**config.mk**
```make
export PLATFORM = sky130hd
export DESIGN_NAME = syn_accum
export DESIGN_NICKNAME = d
export VERILOG_FILES = /design/src/rtl/izh_pkg.sv /design/src/rtl/syn_accum_sat.sv /design/src/rtl/syn_accum.sv
export SDC_FILE = /design/constraint.sdc
export NUM_CORES = 1
export LEC_CHECK = 0
export CAP_MARGIN = 0
export CORE_MARGIN = 2
export CORE_UTILIZATION = 47
export DETAILED_ROUTE_END_ITERATION = 8
export MAX_ROUTING_LAYER = met4
export PLACE_DENSITY = 0.8
export SETUP_SLACK_MARGIN = 0.3
export SKIP_LAST_GASP = 1
export SYNTH_ARGS = -nofsm -noshare
export SYNTH_HDL_FRONTEND = slang
export SYNTH_SLANG_ARGS = --single-unit
```
**constraint.sdc**
```tcl
create_clock -name clk -period 3.4 [get_ports clk]
set_input_delay 0.68 -clock clk [delete_from_list [all_inputs] [get_ports clk]]
set_output_delay 0.68 -clock clk [all_outputs]
set_load 0.05 [all_outputs]
```
**src/rtl/izh_pkg.sv**
```systemverilog
// Shared definitions for the synaptic accumulation datapath: sweep state
// encoding, default geometry and the clamp bounds used by the optional
// saturating output stage.
package izh_pkg;

  typedef enum logic [1:0] {
    IDLE = 2'd0,
    SCAN = 2'd1,
    DONE = 2'd2
  } state_t;

  localparam int NEURON_ADR_DFLT = 5;
  localparam int WEIGHTS_DFLT    = 31;
  // Headroom for 64 full-scale weights: weight width plus address width.
  localparam int ACC_W_DFLT      = WEIGHTS_DFLT + 1 + NEURON_ADR_DFLT + 1;

  // Number of presynaptic neurons addressed by a (neuron_adr+1)-bit address.
  function automatic int num_pre(input int neuron_adr);
    return 2 ** (neuron_adr + 1);
  endfunction

  // Largest value representable by a signed (weights+1)-bit word.
  function automatic longint sat_max(input int weights);
    return (64'sd1 <<< weights) - 64'sd1;
  endfunction

  // Smallest value representable by a signed (weights+1)-bit word.
  function automatic longint sat_min(input int weights);
    return -(64'sd1 <<< weights);
  endfunction

endpackage

```
**src/rtl/syn_accum_sat.sv**
```systemverilog
// Combinational signed clamp of the full-width sum to the weight-word range,
// result sign-extended back to the accumulator width. Used only when
// SYN_ACCUM_SAT_EN is defined.
module syn_sat
  import izh_pkg::*;
#(
  parameter int ACC_W   = ACC_W_DFLT,
  parameter int WEIGHTS = WEIGHTS_DFLT
) (
  input  logic signed [ACC_W-1:0] acc_i,
  output logic signed [ACC_W-1:0] sat_o
);

  localparam logic signed [ACC_W-1:0] MAX_V = ACC_W'(sat_max(WEIGHTS));
  localparam logic signed [ACC_W-1:0] MIN_V = ACC_W'(sat_min(WEIGHTS));

  // Clamp to [MIN_V, MAX_V]; in-range values pass unchanged.
  always_comb begin
    sat_o = acc_i;
    if (acc_i > MAX_V) begin
      sat_o = MAX_V;
    end else if (acc_i < MIN_V) begin
      sat_o = MIN_V;
    end
  end

endmodule

```
**src/rtl/syn_accum.sv**
```systemverilog
// Synaptic current accumulator for one postsynaptic neuron. Sweeps every
// address of the paired weight RAM through its combinational read port and
// sums the weights of the presynaptic neurons that spiked this time step.
// Optional output clamp to the weight-word range: define SYN_ACCUM_SAT_EN.
//
// state | meaning
// IDLE  | waiting for start; ready high
// SCAN  | one RAM address per cycle, conditionally accumulated
// DONE  | result just published on i_syn; i_valid high for this cycle
module syn_accum
  import izh_pkg::*;
#(
  parameter int NEURON_ADR = NEURON_ADR_DFLT,
  parameter int WEIGHTS    = WEIGHTS_DFLT,
  parameter int ACC_W      = ACC_W_DFLT
) (
  input  logic                               clk,
  input  logic                               rst_n,
  input  logic                               start,
  input  logic [num_pre(NEURON_ADR)-1:0]     spikes,
  output logic                               ready,
  output logic [NEURON_ADR:0]                dpra,
  input  logic [WEIGHTS:0]                   dpo,
  output logic signed [ACC_W-1:0]            i_syn,
  output logic                               i_valid
);

  localparam int NUM_PRE = num_pre(NEURON_ADR);
  localparam int AW      = NEURON_ADR + 1;
  localparam logic [AW-1:0] LAST_ADR = AW'(NUM_PRE - 1);

  state_t                   state_q, state_d;
  logic [NUM_PRE-1:0]       spk_q, spk_d;
  logic signed [ACC_W-1:0]  acc_q, acc_d;
  logic [AW-1:0]            dpra_q, dpra_d;
  logic signed [ACC_W-1:0]  i_syn_q, i_syn_d;
  logic                     i_valid_q, i_valid_d;

  logic signed [ACC_W-1:0]  w_ext;
  logic signed [ACC_W-1:0]  acc_sum;
  logic signed [ACC_W-1:0]  result;

  // Sign-extend the current weight and add it only if that neuron spiked.
  always_comb begin
    w_ext   = {{(ACC_W-WEIGHTS-1){dpo[WEIGHTS]}}, dpo};
    acc_sum = acc_q;
    if (spk_q[dpra_q]) begin
      acc_sum = acc_q + w_ext;
    end
  end

`ifdef SYN_ACCUM_SAT_EN
  syn_sat #(
    .ACC_W   (ACC_W),
    .WEIGHTS (WEIGHTS)
  ) u_sat (
    .acc_i (acc_sum),
    .sat_o (result)
  );
`else
  assign result = acc_sum;
`endif

  // State register and datapath registers.
  always_ff @(posedge clk or negedge rst_n) begin
    if (!rst_n) begin
      state_q   <= IDLE;
      spk_q     <= '0;
      acc_q     <= '0;
      dpra_q    <= '0;
      i_syn_q   <= '0;
      i_valid_q <= 1'b0;
    end else begin
      state_q   <= state_d;
      spk_q     <= spk_d;
      acc_q     <= acc_d;
      dpra_q    <= dpra_d;
      i_syn_q   <= i_syn_d;
      i_valid_q <= i_valid_d;
    end
  end

  // Next-state and datapath update; i_syn only changes on SCAN -> DONE.
  always_comb begin
    state_d   = state_q;
    spk_d     = spk_q;
    acc_d     = acc_q;
    dpra_d    = dpra_q;
    i_syn_d   = i_syn_q;
    i_valid_d = 1'b0;
    case (state_q)
      IDLE: begin
        if (start) begin
          state_d = SCAN;
          spk_d   = spikes;
          acc_d   = '0;
          dpra_d  = '0;
        end
      end
      SCAN: begin
        acc_d  = acc_sum;
        dpra_d = dpra_q + AW'(1);
        if (dpra_q == LAST_ADR) begin
          state_d   = DONE;
          i_syn_d   = result;
          i_valid_d = 1'b1;
        end
      end
      DONE: begin
        state_d = IDLE;
      end
      default: begin
        state_d = IDLE;
      end
    endcase
  end

  assign ready   = (state_q == IDLE);
  assign dpra    = dpra_q;
  assign i_syn   = i_syn_q;
  assign i_valid = i_valid_q;

endmodule

```
==> results.json <==
{
  "outcome": "complete, no violations",
  "io_buffers": 144,
  "holdWs_ns": 0.2286,
  "fmax_mhz": 326.5,
  "postSynthAreaPerCell_um2": 9.762,
  "drv_cap": 0,
  "yosysTopAreaCellShare_pct": 43.45,
  "path_clk_slew_ns": 0.06,
  "reg2regPathDepth": 11,
  "cts_sinks": 149,
  "die_h_um": 139.1,
  "synth_edf_count": 0,
  "synth-simple-area-share_pct": 14.93,
  "num-nets-final": 1212,
  "die_w_um": 139.1,
  "layoutNonFillerInstCount": 1314,
  "drt_first_iter_violations": 479,
  "setup_viol": 0,
  "drc": 0,
  "r2r_start": "dpra[1]$_DFFE_PN0P_",
  "layout-drive-gt1-share_pct": 22.21,
  "seqCellArea_um2": 3732,
  "cts_buffers": 17,
  "syn_area_um2": 8581,
  "gr-total-overflow": 0,
  "grt_pass1_wl_um": 36700,
  "criticalPathCategory": "input pin to register",
  "path_max_fanout": 5,
  "period_needed_ns": 3.063,
  "synthMuxAreaShare_pct": 13.01,
  "synth-xor-area-share_pct": 3.777,
  "tns_ns": 0,
  "ys_seq_area_share_pct": 43.45,
  "synth.area.top_cells": "dfrtp_1, mux2_2, ha_1, o21ai_0, nand2_1",
  "endpoint_kind": "register",
  "grt_pass1_vias": 7340,
  "fin_skew_ns": 0.007775,
  "synth_nets": 1017,
  "antennaDiodeCount": 0,
  "ys_ff_latch": 149,
  "cp.arrival_ns": 3.42,
  "coreArea_um2": 17960,
  "dp_slack_ns": -0.2504,
  "rsz0062_at_grt": "yes",
  "slew_headroom_pct": 31.86,
  "r2r_slack_ns": 0.40,
  "clockBufferDepth": 2,
  "antenna_found_initial": 0,
  "worst_hold_path_type": "input pin to async pin",
  "wl_um": 23370,
  "grt_usage_pct": 24.06,
  "synth_compound_area_share_pct": 15.49,
  "gp_congestion": 0.9038,
  "clk_latency_ns": 0.43,
  "power.density_nw_per_um2": 974.8,
  "vdd_drop_max_v": 0.0006685,
  "initial_utilization_pct": 47.77,
  "wl_per_cell_um": 17.79,
  "power_w": 0.01134,
  "startpoint_type": "input pin",
  "async_flop_share_pct": 100.0,
  "syn-instance-count": 879,
  "syn2layout_area_growth_pct": 35.54,
  "synth_flop_cell": "dfrtp_1",
  "tightest_slew_ns": 1.022,
  "leakage_nw": 5.066,
  "multiInputGateArea_um2": 4760,
  "place_inst": 1277,
  "synth_fa_ha_area_share_pct": 5.774,
  "dp_hpwl_um": 16040,
  "ys_warn_count": 0,
  "htree_levels": 4,
  "ant_nets": 0,
  "setup_slack_ns": 0.3375,
  "die_area_um2": 19350,
  "r2r_end": "i_syn[18]$_DFFE_PN0P_",
  "tritoncts": "done",
  "synth_top_area_cell": "dfrtp_1",
  "io-pin-count": 145,
  "grt_max_degree": 79,
  "hold_viol_final": 0,
  "vias": 7477,
  "cp.required_ns": 3.76,
  "timing.final.crit_share_pct": 90.07,
  "drt_pass1_iterations": 9,
  "drv_slew": 0,
  "fill_cells": 1402,
  "synth_top_family_by_area": "compound AO/OA/AOI/OAI gates",
  "via_per_inst": 5.690,
  "cts_root_buffer": "clkbuf_16",
  "rows": 49,
  "synthDistinctLibCells": 55
}
==> Yosys cell counts (all sizes together), types with 2 or more instances <==
cell / count
o41ai: 2
a221oi: 2
a21oi: 51
or2: 2
clkbuf: 42
a211oi: 7
a2111oi: 2
nor4: 3
o21a: 15
nand2b: 11
ha: 38
o2bb2ai: 2
or3: 6
o21bai: 3
nor2b: 8
o31ai: 2
mux2: 66
xor2: 22
mux4: 13
o211ai: 7
xnor2: 15
and2: 16
nand3: 53
o21ai: 90
buf: 18
a31oi: 10
mux2i: 8
a221o: 4
inv: 14
nand2: 98
o22ai: 3
dfrtp: 149
a21o: 12
o311ai: 2
and3: 7
nor2: 46
nand4: 9
nor3: 9
==> stage by stage <==
stage / instance area [µm²] / util, %
floorplan: 8583 / -
global route: 11630 / 64.74
CTS: 11340 / 63.11
detailed placement: 10760 / 59.89
finish: 11630 / 64.74
global placement: 10760 / 59.89
==> cell usage in the layout (no fill, tap or decap), types with 7 or more instances in the layout <==
master,netlist,routed
ha_1,38,32
xnor2_1,15,15
nand4_1,9,9
dfrtp_1,149,146
nand3_1,53,53
inv_1,14,13
clkdlybuf4s50_1,0,141
a21oi_1,51,45
a21o_1,12,12
a31oi_1,10,10
nor3_1,9,7
xor2_1,22,21
nand2_1,98,96
nor2_1,46,46
buf_4,4,81
mux4_2,13,13
mux2i_1,8,7
mux2_2,66,66
nor2b_1,8,8
o21ai_0,88,85
o21a_1,15,15
and2_1,16,16
nand2b_1,11,9
clkbuf_16,0,19
o211ai_1,7,7
==> where the power goes <==
part / switching [W] / total, W / internal [W] / leakage [nW]
clock: 0.000764 / 0.00178 / 0.00102 / 0.260
combinational: 0.00356 / 0.00674 / 0.00318 / 3.04
sequential: 0.000440 / 0.00282 / 0.00238 / 1.77
total: 0.00476 / 0.0113 / 0.00657 / 5.07
==> cells by family (layout without fill, tap and decap cells) <==
group                    count (synthesis)  in the layout
AND/OR/NAND/NOR                        273            273
AO/OA/AOI/OAI                          220            220
flip-flops                             149            149
multiplexers                            87             87
buffers and inverters                   74            280
adder cells (fa/ha/maj)                 39             39
XOR/XNOR                                37             37
==> routing by layer <==
| metal | routed length [µm] | part of all wire [%] | up-vias | GRT usage, % |
|---|---|---|---|---|
| met4 | 708 | 3.0 | 0 | 9.250 |
| met1 | 10490 | 45 | 3630 | 32.55 |
| met5 | 0 | 0 | - | - |
| met2 | 11180 | 48 | 258 | 37.02 |
| li1 | - | - | 3541 | - |
| met3 | 1001 | 4.3 | 48 | 3.349 |
==> worst max-delay path: stages <==
cell	delay [ns]
clkdlybuf4s50_1	0.46
ha_4	0.32
buf_4	0.12
nand4_1	0.13
nor4_2	0.28
and3_4	0.25
o311ai_4	0.10
buf_4	0.15
o21a_1	0.22
o21ai_1	0.19
xnor2_1	0.12
or3_1	0.31
nand3_1	0.08
==> layout make-up <==
type	instances	share of cell area [%]
Clock buffer	18	3.776
Clock inverter	12	0.9145
Inverter	14	0.4519
Multi-Input combinational cell	656	40.93
Sequential cell	149	32.09
Tap cell	229	2.464
Timing Repair Buffer	236	19.38
==> what timing repair did <==
item                                   in CTS  in global routing
endpoints found under the hold margin       0                  0
cloned                                      0                  2
pin swaps                                   3                 21
resized for setup                           7                 42
setup endpoints to repair                   9                 68
buffers inserted                            0                  5
hold buffers                                0                  0
==> state kept, by name, summed over array words and instances, names as in the netlist <==
register,count
spk_q,64
acc_q,38
i_syn,38
dpra,6
state_q,2
i_valid,1
==> worst max-delay path by stage <==
stage / from / endpoint / slack [ns] / cells after the start
floorplan: dpra[0]$_DFFE_PN0P_ / i_syn[26]$_DFFE_PN0P_ / 0.31 / 10
global placement: dpo[0] / i_syn[22]$_DFFE_PN0P_ / -0.20 / 14
detailed placement: dpo[0] / acc_q[34]$_DFFE_PN0P_ / -0.25 / 15
CTS: dpo[16] / i_syn[33]$_DFFE_PN0P_ / 0.30 / 12
global route: dpo[15] / i_syn[33]$_DFFE_PN0P_ / 0.24 / 13
finish: dpo[14] / i_syn[33]$_DFFE_PN0P_ / 0.34 / 13
No activity file was read; power rests on OpenSTA's default activity.
